`src/rtl/vram_fetch_arbiter.sv`:
```
`default_nettype none
// ============================================================================
// Module   : vram_fetch_arbiter
// Brief    : Shares single-port VRAM between the display line prefetcher and
//            the CPU bus. Fetches the next visible line into the idle half of
//            a double-buffered line buffer at the start of each raster line,
//            and interleaves CPU accesses between video words.
// Options  : VIDEO_FETCH_STRICT_PRIO_EN -- when defined, the video fetch has
//            strict priority and the CPU is served only outside line fetches.
// Revision : 1.0 - initial release
// ============================================================================
module vram_fetch_arbiter #(
  parameter int HRes          = 480,
  parameter int VRes          = 272,
  parameter int PixelsPerWord = 2,
  parameter int AddrWidth     = 17,
  parameter int DataWidth     = 16,
  parameter int FbBase        = 0
) (
  input  logic                 clk,
  input  logic                 rstn,
  input  logic [9:0]           sx,
  input  logic [9:0]           sy,
  input  logic                 fetch_en,
  input  logic                 cpu_req,
  input  logic                 cpu_we,
  input  logic [AddrWidth-1:0] cpu_addr,
  input  logic [DataWidth-1:0] cpu_wdata,
  output logic                 cpu_ack,
  output logic [DataWidth-1:0] cpu_rdata,
  output logic                 mem_req,
  output logic                 mem_we,
  output logic [AddrWidth-1:0] mem_addr,
  output logic [DataWidth-1:0] mem_wdata,
  input  logic                 mem_ack,
  input  logic [DataWidth-1:0] mem_rdata,
  output logic                 lb_we,
  output logic                 lb_bank,
  output logic [9:0]           lb_addr,
  output logic [DataWidth-1:0] lb_wdata,
  output logic                 fetch_busy,
  output logic                 underrun
);

  // Words per visible line and derived constants
  localparam int                   c_W         = HRes / PixelsPerWord;
  localparam logic [9:0]           c_WORD_LAST = 10'(c_W - 1);
  localparam logic [9:0]           c_VRES      = 10'(VRes);
  localparam logic [9:0]           c_VRES_M1   = 10'(VRes - 1);
  localparam logic [AddrWidth-1:0] c_BASE      = AddrWidth'(FbBase);

  // Arbiter states
  localparam logic [1:0] c_S_IDLE = 2'd0;
  localparam logic [1:0] c_S_VID  = 2'd1;
  localparam logic [1:0] c_S_CPU  = 2'd2;

  logic [1:0]           r_state;
  logic [1:0]           w_state_nxt;

  // Fetch context
  logic                 r_busy;
  logic [9:0]           r_line;
  logic [9:0]           r_word;
  logic                 r_discard;
  logic                 r_cpu_turn;

  // Registered outputs
  logic                 r_mem_req;
  logic                 r_mem_we;
  logic [AddrWidth-1:0] r_mem_addr;
  logic [DataWidth-1:0] r_mem_wdata;
  logic                 r_cpu_ack;
  logic [DataWidth-1:0] r_cpu_rdata;
  logic                 r_lb_we;
  logic                 r_lb_bank;
  logic [9:0]           r_lb_addr;
  logic [DataWidth-1:0] r_lb_wdata;
  logic                 r_underrun;

  // Combinational decode
  logic                 w_trig;
  logic [9:0]           w_trig_line;
  logic [9:0]           w_line_n;
  logic [9:0]           w_word_n;
  logic [AddrWidth-1:0] w_vid_addr;
  logic                 w_want_vid;
  logic                 w_want_cpu;
  logic                 w_grant_vid;
  logic                 w_grant_cpu;
  logic                 w_vid_done;
  logic                 w_cpu_done;
  logic                 w_keep;
  logic                 w_last;

  // Line-start trigger: next line during the visible area, line 0 from the
  // first blanking line; the last visible line has nothing left to prefetch.
  always_comb begin
    w_trig      = (sx == 10'd0) && fetch_en && ((sy < c_VRES_M1) || (sy == c_VRES));
    w_trig_line = (sy == c_VRES) ? 10'd0 : (sy + 10'd1);
  end

  // Line/word that the next video request uses; a fresh trigger restarts at
  // word 0 of the new line in the same cycle so the slot is not wasted.
  always_comb begin
    w_line_n   = w_trig ? w_trig_line : r_line;
    w_word_n   = w_trig ? 10'd0 : r_word;
    w_vid_addr = c_BASE + AddrWidth'(32'(w_line_n) * 32'(c_W) + 32'(w_word_n));
  end

  // Completion events and whether a video word lands in the line buffer
  always_comb begin
    w_vid_done = (r_state == c_S_VID) && mem_ack;
    w_cpu_done = (r_state == c_S_CPU) && mem_ack;
    w_keep     = w_vid_done && !r_discard && !w_trig;
    w_last     = (r_word == c_WORD_LAST);
    w_want_vid = r_busy || w_trig;
    // The request still held during the ack cycle is the one just served.
    w_want_cpu = cpu_req && !r_cpu_ack;
  end

  // State register
  always_ff @(posedge clk or negedge rstn) begin
    if (!rstn) begin
      r_state <= c_S_IDLE;
    end else begin
      r_state <= w_state_nxt;
    end
  end

  // Next-state: issue from IDLE, return to IDLE on the VRAM acknowledge
  always_comb begin
    w_state_nxt = r_state;
    case (r_state)
      c_S_IDLE: begin
        if (w_grant_vid) begin
          w_state_nxt = c_S_VID;
        end else if (w_grant_cpu) begin
          w_state_nxt = c_S_CPU;
        end
      end
      c_S_VID: begin
        if (mem_ack) begin
          w_state_nxt = c_S_IDLE;
        end
      end
      c_S_CPU: begin
        if (mem_ack) begin
          w_state_nxt = c_S_IDLE;
        end
      end
      default: w_state_nxt = c_S_IDLE;
    endcase
  end

  // Grant decision for the free slot
  always_comb begin
    w_grant_vid = 1'b0;
    w_grant_cpu = 1'b0;
    if (r_state == c_S_IDLE) begin
`ifdef VIDEO_FETCH_STRICT_PRIO_EN
      if (w_want_vid) begin
        w_grant_vid = 1'b1;
      end else if (w_want_cpu) begin
        w_grant_cpu = 1'b1;
      end
`else
      if (w_want_vid && w_want_cpu) begin
        // Alternate: the side that did not get the last slot goes next.
        w_grant_cpu = r_cpu_turn;
        w_grant_vid = !r_cpu_turn;
      end else if (w_want_vid) begin
        w_grant_vid = 1'b1;
      end else if (w_want_cpu) begin
        w_grant_cpu = 1'b1;
      end
`endif
    end
  end

  // Fetch context: line, word counter, busy flag and abort bookkeeping
  always_ff @(posedge clk or negedge rstn) begin
    if (!rstn) begin
      r_busy     <= 1'b0;
      r_line     <= 10'd0;
      r_word     <= 10'd0;
      r_discard  <= 1'b0;
      r_underrun <= 1'b0;
    end else begin
      r_underrun <= w_trig && r_busy;
      if (w_trig) begin
        r_busy <= 1'b1;
        r_line <= w_trig_line;
        r_word <= 10'd0;
      end else if (w_keep) begin
        if (w_last) begin
          r_busy <= 1'b0;
          r_word <= 10'd0;
        end else begin
          r_word <= r_word + 10'd1;
        end
      end
      // A video read in flight when the fetch restarts belongs to the old line.
      if (w_vid_done) begin
        r_discard <= 1'b0;
      end else if ((r_state == c_S_VID) && w_trig) begin
        r_discard <= 1'b1;
      end
    end
  end

  // Alternation history: who completed the most recent access
  always_ff @(posedge clk or negedge rstn) begin
    if (!rstn) begin
      r_cpu_turn <= 1'b0;
    end else if (w_vid_done) begin
      r_cpu_turn <= 1'b1;
    end else if (w_cpu_done) begin
      r_cpu_turn <= 1'b0;
    end
  end

  // VRAM request register: loaded on grant, held until the acknowledge
  always_ff @(posedge clk or negedge rstn) begin
    if (!rstn) begin
      r_mem_req   <= 1'b0;
      r_mem_we    <= 1'b0;
      r_mem_addr  <= '0;
      r_mem_wdata <= '0;
    end else if (w_grant_vid) begin
      r_mem_req   <= 1'b1;
      r_mem_we    <= 1'b0;
      r_mem_addr  <= w_vid_addr;
      r_mem_wdata <= '0;
    end else if (w_grant_cpu) begin
      r_mem_req   <= 1'b1;
      r_mem_we    <= cpu_we;
      r_mem_addr  <= cpu_addr;
      r_mem_wdata <= cpu_wdata;
    end else if (w_vid_done || w_cpu_done) begin
      r_mem_req   <= 1'b0;
      r_mem_we    <= 1'b0;
    end
  end

  // Line-buffer write port: one cycle after each kept video word
  always_ff @(posedge clk or negedge rstn) begin
    if (!rstn) begin
      r_lb_we    <= 1'b0;
      r_lb_bank  <= 1'b0;
      r_lb_addr  <= 10'd0;
      r_lb_wdata <= '0;
    end else begin
      r_lb_we <= w_keep;
      if (w_keep) begin
        r_lb_bank  <= r_line[0];
        r_lb_addr  <= r_word;
        r_lb_wdata <= mem_rdata;
      end
    end
  end

  // CPU completion: ack pulse one cycle after the VRAM ack, read data latched
  always_ff @(posedge clk or negedge rstn) begin
    if (!rstn) begin
      r_cpu_ack   <= 1'b0;
      r_cpu_rdata <= '0;
    end else begin
      r_cpu_ack <= w_cpu_done;
      if (w_cpu_done && !r_mem_we) begin
        r_cpu_rdata <= mem_rdata;
      end
    end
  end

  assign mem_req    = r_mem_req;
  assign mem_we     = r_mem_we;
  assign mem_addr   = r_mem_addr;
  assign mem_wdata  = r_mem_wdata;
  assign cpu_ack    = r_cpu_ack;
  assign cpu_rdata  = r_cpu_rdata;
  assign lb_we      = r_lb_we;
  assign lb_bank    = r_lb_bank;
  assign lb_addr    = r_lb_addr;
  assign lb_wdata   = r_lb_wdata;
  assign fetch_busy = r_busy;
  assign underrun   = r_underrun;

endmodule
`default_nettype wire

```
`config.mk`:
```
export PLATFORM = sky130hd
export DESIGN_NAME = vram_fetch_arbiter
export DESIGN_NICKNAME = d
export VERILOG_FILES = /design/src/rtl/vram_fetch_arbiter.sv
export SDC_FILE = /design/constraint.sdc
export NUM_CORES = 1
export LEC_CHECK = 0
export CORE_MARGIN = 10
export CORE_UTILIZATION = 49
export DETAILED_ROUTE_END_ITERATION = 8
export HOLD_SLACK_MARGIN = 0.08
export PLACE_DENSITY_LB_ADDON = 0.12
export SETUP_SLACK_MARGIN = 0.3
export SYNTH_ARGS = -nofsm -noshare
export SYNTH_HDL_FRONTEND = slang
export SYNTH_SLANG_ARGS = --single-unit
```
`constraint.sdc`:
```
create_clock -name clk -period 4.35 [get_ports clk]
set_input_delay 1.305 -clock clk [delete_from_list [all_inputs] [get_ports clk]]
set_output_delay 1.305 -clock clk [all_outputs]
set_load 0.03 [all_outputs]
```
Word-level counts from Yosys, hierarchy flattened
Cells that the tools add are included.
- $mul: 1
- equality and inequality tests: 6
- reduce and logical (&&, ||, !) cells: 30
- order comparisons: 1
- add/subtract/negate cells: 3
- multiplexer cells: 33
- operators by type and width (operator ; count):
    2-to-1 mux 10 bit ; 6
    2-to-1 mux 17 bit ; 2
    2-to-1 mux 16 bit ; 2
    adder 10 x 1 -> 10 bit, second input constant ; 2
    2-to-1 mux 1 bit ; 19
    adder 17 x 10 -> 17 bit ; 1
    multiplier 10 x 4 -> 13 bit, second input constant ; 1
    logical AND 1 bit ; 11
    == test 10 x 8 -> 1 bit, second input constant ; 1
    == test 10 x 9 -> 1 bit, second input constant ; 1
    logical NOT 10 bit ; 1
    < comparator 10 x 9 -> 1 bit, second input constant ; 1
    nonzero test 2 bit ; 5
    2-to-1 mux 2 bit ; 3
    logical NOT 1 bit ; 5
    one-hot mux 2 bit (2 select lines) ; 1
    AND reduction 2 bit ; 2
    logical OR 1 bit ; 3
    != test 3 bit, second input constant ; 1
    nonzero test 3 bit ; 1
    == test 2 x 1 -> 1 bit, second input constant ; 1
    == test 2 bit, second input constant ; 1
    logical NOT 2 bit ; 1
    != test 2 x 1 -> 1 bit, second input constant ; 1
    OR reduction 2 bit ; 1
- output and inout bits: 82
- input bits: 75
- logic and storage cells: 91
- bits in registers: 106

Depth between registers and ports, before layout
Gate-level depths: netlist (run 1).
- depth after elaboration: 10
- gate-level depth with buffers: 23
- mapped depth without buffers: 21

Worst setup path before layout (run 1)
OpenSTA, ideal clock, no wires.
- kind: input to register
- start: in sy[0]
- end: reg r_mem_addr[16] (netlist: mem_addr[16])
- required time: 4263 ps
- stages on the path: 20
- path slack: -1777 ps
- arrival: 6041 ps
- path buffers: 2
- setup time: 87 ps
- cells stage by stage: ha_1 a21o_1 a221o_1 a21o_1 buf_6 clkbuf_1 o31ai_1 fa_1 ha_1 xnor2_1 ha_1 a21o_1 a21oi_1 xnor2_1 ha_1 a21oi_1 o21ai_0 and4_1 a311o_1 o211ai_1
- elaborated cells between the ends (all ways): 20
- those cells by class: add/sub (2); mul (1); order compare (1); eq/ne (1); mux (10); reduce/logical (5)
- RTL lines (item ; RTL line ; source):
    start: declaration ; 23 ; input logic [9:0] sy,
    < comparator 10 x 9 -> 1 bit or == test 10 x 9 -> 1 bit (tied branches) ; 98, 99 ;
    logical OR 1 bit ; 98 ; w_trig = (sx == 10'd0) && fetch_en && ((sy < c_VRES_M1) || (sy == c_VRES));
    logical AND 1 bit ; 98 ;
    2-to-1 mux 10 bit * ; n/a ;
    via w_line_n[0] ; 83 ; logic [9:0] w_line_n;
    multiplier 10 x 4 -> 13 bit * ; 107 ; w_vid_addr = c_BASE + AddrWidth'(32'(w_line_n) * 32'(c_W) + 32'(w_word_n));
    adder 17 x 10 -> 17 bit * ; 107 ;
    2-to-1 mux 17 bit * ; 229 ; end else if (w_grant_vid) begin
    end signal: assignment ; 232 ; r_mem_addr <= w_vid_addr;
    end signal: assignment ; 237 ; r_mem_addr <= cpu_addr;
    end: declaration ; 70 ; logic [AddrWidth-1:0] r_mem_addr;
Mark *: on every way through the listed nets, which the timed path passes. The rest lies on a longest branch.
A chain may end at the register's enable or synchronous reset.

Final worst setup path (run 1)
- start: in sy[3]
- end: reg r_mem_addr[16] (netlist: mem_addr[16])
Same word-level chain as after synthesis.

==> flow_summary.toml, run 1 <==
[run_status]
outcome = "finished, violations left"
violations = "setup timing"

[timing]
layout_setup_ws_ns = -1.12
final_max_slew_viol_count = 0
max_slew_margin_pct = 45.3
max_freq_mhz = 183
finalHoldViolCount = 0
skew_ns = 0.0165
rsz0062_at_grt = "true"
period_minus_slack_ns = 5.47
worstMarginPinSlew_ns = 0.821
setup_viol = 11
fin_crit_sh_pct = 126

[floorplan]
die-area_um2 = 16500
start_util_pct = 50.3
row_count = 39
die_w_um = 129
die_h_um = 129
ios = 157
design.core.area_um2 = 11500

[worst_setup_path]
slowest_delay_ns = 0.56
worstPathCellList = "clkdlybuf4s15_1 -> a21o_1 -> a221o_1 -> a21o_1 -> buf_12 -> a21o_4 -> fa_1 -> ha_4 -> buf_6 -> a21o_1 -> ha_4 -> buf_4 -> nor2b_4 -> o21a_1 -> or3_4 -> and3_4 -> and4_4 -> a311o_1 -> o211ai_1"
cp.required_ns = 4.63
worstPathArrival_ns = 5.75
critPathKind = "in2reg"
cp_slowest_cell = "fa_1"
critPathMaxFanout = 6
path_common_cell = "a21o_1"
start_kind = "input pin"
cp-end-kind = "flop"

[finish]
fin_cells = 916
layout-drive-gt1-share_pct = 30.4
multiInputGateArea_um2 = 3360
antennaDiodeCount = 0
areaGrowthSynthToFinish_pct = 56.0
ff_latch_area_um2 = 2650
fill_cells = 722
layout.nets = 885

[grt]
grt_first_pass_wirelength_um = 27900
grt_start_max_net_pins = 107
grt_pass1_vias = 5381
antenna_found_initial = 0
overflow = 0
grt_use_total_pct = 20.9

[hold_path]
hold_class = "reg2reg"

[cts]
cts_buffer_depth = 2
root_buffer = "clkbuf_16"
cts_tree = "yes"
worstSkewPairLatency_ns = 0.36
cts_sinks = 106
hold_buffers = 0
htreeDepth = 3
clk_pin_slew_ns = 0.08
numCtsBuffers = 9

[logic_synthesis]
yosysWarnings = 0
async_reset_ff_share_pct = 100
post_synth.cell_area_avg_um2 = 11.1
synth-seq-cells = 106
synth-edff-count = 0
mappedNetlistArea_um2 = 5770
synthFlopType = "dfrtp_1"
seq_area_frac_synth_pct = 46.0
synthDistinctLibCells = 55
synthCells = 522
synth_nets = 639

[detailed_routing]
firstDrtPassIters = 5
wl_per_cell_um = 19.3
antenna_left = 0
drt_iter0_drc = 364
drc = 0
num_vias = 4982
finalWirelength_um = 17700
via_per_inst = 5.44

[placement]
port_buffers = 156
dp.cells = 880
hpwl_um = 12600
place.gp.congestion = 0.877

[pwr]
power_density_nw_per_um2 = 441
ir_worst_vdd_v = 0.000492
power_mw = 3.97
leakage_nw = 4.28

[run]
maxCapViolations = 0
-- final timing paths --
check                       startpoint      endpoint  cells after the start  slack, ns
setup / recovery                 sy[3]  mem_addr[16]                     19      -1.12
hold / removal             mem_addr[5]   mem_addr[5]                      2       0.50
setup reg to reg             r_line[2]  mem_addr[16]                     14       0.62
hold reg to reg            mem_addr[5]   mem_addr[5]                      2       0.50
max in group asynchronous         rstn  mem_wdata[6]                      2       2.92
min in group asynchronous         rstn  lb_wdata[11]                      2       1.01
-- repair_timing --
item	CTS	global route
gates resized for setup	92	37
setup buffers	14	6
gates cloned	0	0
setup endpoints to repair	12	11
pin swaps	39	28
-- metal layers --
layer	global-route usage [%]	share of wire, %	vias to the layer above
li1	-	-	2322
met1	24.9	40	2470
met2	36.6	51	167
met3	5.46	7.4	23
met4	5.30	1.7	0
met5	0	0	-
-- flip-flops by register name (all words and copies together) (netlist names) --
signal      count
r_line         10
r_cpu_turn      1
lb_wdata       16
cpu_ack         1
cpu_rdata      16
r_state         2
mem_we          1
r_word         10
fetch_busy      1
mem_req         1
mem_wdata      16
underrun        1
lb_bank         1
r_discard       1
lb_we           1
lb_addr        10
mem_addr       17
-- final cells by class --
type / count / area share (%)
multi-input combinational: 356 / 37.3
sequential: 106 / 29.5
timing repair buffer: 253 / 26.2
clock buffer: 10 / 2.54
tap: 143 / 1.99
inverter: 42 / 1.75
clock inverter: 6 / 0.723
-- synthesized netlist by cell type (3+ instances only) --
| library cell | count | area [um2] |
|---|---|---|
| nand2_1 | 30 | 113 |
| dfrtp_1 | 106 | 2650 |
| clkbuf_1 | 8 | 30.0 |
| xnor2_1 | 15 | 131 |
| buf_6 | 3 | 33.8 |
| mux2_2 | 43 | 484 |
| and2_1 | 10 | 62.6 |
| nor3_1 | 8 | 40.0 |
| or3_1 | 5 | 31.3 |
| and3_1 | 7 | 43.8 |
| xor2_1 | 17 | 149 |
| o31ai_1 | 4 | 30.0 |
| nor2_1 | 21 | 78.8 |
| o2111ai_1 | 3 | 26.3 |
| a22oi_1 | 10 | 75.1 |
| ha_1 | 29 | 363 |
| a21oi_1 | 17 | 85.1 |
| mux2i_1 | 4 | 40.0 |
| nand3_1 | 16 | 80.1 |
| inv_1 | 41 | 154 |
| fa_1 | 13 | 260 |
| nand3b_1 | 4 | 30.0 |
| nor4_1 | 3 | 18.8 |
| a22o_1 | 17 | 149 |
| nand2b_1 | 6 | 37.5 |
| nor2b_1 | 4 | 25.0 |
| o21ai_0 | 24 | 120 |
| nand4_1 | 3 | 18.8 |
| buf_2 | 6 | 30.0 |
| a221o_1 | 4 | 40.0 |
| a21o_1 | 9 | 67.6 |
-- critical path: cells and delay by family --
kind,cells,cell delay (ns)
compound gates,8,1.85
simple gates,4,0.90
buf+inv,4,0.62
fa+ha+maj,3,1.07
-- logic make-up (layout without fill, tap and decap cells) --
group	after synthesis	in the layout	synth area share [%]
buffers and inverters	60	311	4.42
adders and majority gates	42	42	10.8
AOI/OAI and AO/OA	110	110	13.5
DFF	106	106	46.0
xor gates and xnor gates	33	33	5.14
muxes	47	47	9.09
and+or+nand+nor	124	124	11.0
-- stage by stage --
step / util [%] / TNS (ns) / hold WS [ns] / setup WS [ns] / area (um2)
2_1_floorplan: - / -10.42 / 0.492 / -1.27 / 5910
3_3_place_gp: 71.1 / -15.57 / 0.463 / -1.68 / 8150
3_5_place_dp: 71.1 / -17.14 / 0.485 / -1.86 / 8150
4_1_cts: 76.4 / -8.13 / 0.501 / -0.971 / 8760
5_1_grt: 78.5 / -10.92 / 0.519 / -1.25 / 9000
6_report: 78.5 / -9.23 / 0.500 / -1.12 / 9000
-- where the power goes --
group	switching [mW]	total, mW	internal (mW)
sequential	0.160	1.42	1.26
combinational	0.959	1.73	0.771
clock	0.371	0.821	0.450
-- layout by cell type (no fill, tap or decap), drive strengths merged, types with 16 or more instances in the layout --
master and count:
xnor2 16, mux2 43, inv 44, ha 29
buf 103, o21ai 27, nand2 30, nand3 16
dfrtp 106, nor2 21, a22o 17, a21oi 20
clkdlybuf4s50 135, xor2 17
No activity file was read; power rests on OpenSTA's default activity.
==> run 2: changes to the inputs <==
--- a/config.mk
+++ b/config.mk
@@ -8,9 +8,10 @@
 export CORE_MARGIN = 10
 export CORE_UTILIZATION = 49
 export DETAILED_ROUTE_END_ITERATION = 8
-export HOLD_SLACK_MARGIN = 0.08
+export HOLD_SLACK_MARGIN = 0.03
 export PLACE_DENSITY_LB_ADDON = 0.12
 export SETUP_SLACK_MARGIN = 0.3
+export SLEW_MARGIN = 20
 export SYNTH_ARGS = -nofsm -noshare
 export SYNTH_HDL_FRONTEND = slang
 export SYNTH_SLANG_ARGS = --single-unit
==> results of run 2 <==
Same layout as run 1: the final DEF is identical, and so are final timing and power.
==> run 3: changes to the inputs <==
--- a/config.mk
+++ b/config.mk
@@ -5,13 +5,14 @@
 export SDC_FILE = /design/constraint.sdc
 export NUM_CORES = 1
 export LEC_CHECK = 0
+export CAP_MARGIN = 20
 export CORE_MARGIN = 10
 export CORE_UTILIZATION = 49
 export DETAILED_ROUTE_END_ITERATION = 8
 export HOLD_SLACK_MARGIN = 0.03
 export PLACE_DENSITY_LB_ADDON = 0.12
 export SETUP_SLACK_MARGIN = 0.3
-export SLEW_MARGIN = 20
+export SLEW_MARGIN = 15
 export SYNTH_ARGS = -nofsm -noshare
 export SYNTH_HDL_FRONTEND = slang
 export SYNTH_SLANG_ARGS = --single-unit
==> results of run 3 <==
Same layout as run 1: the final DEF is identical, and so are final timing and power.
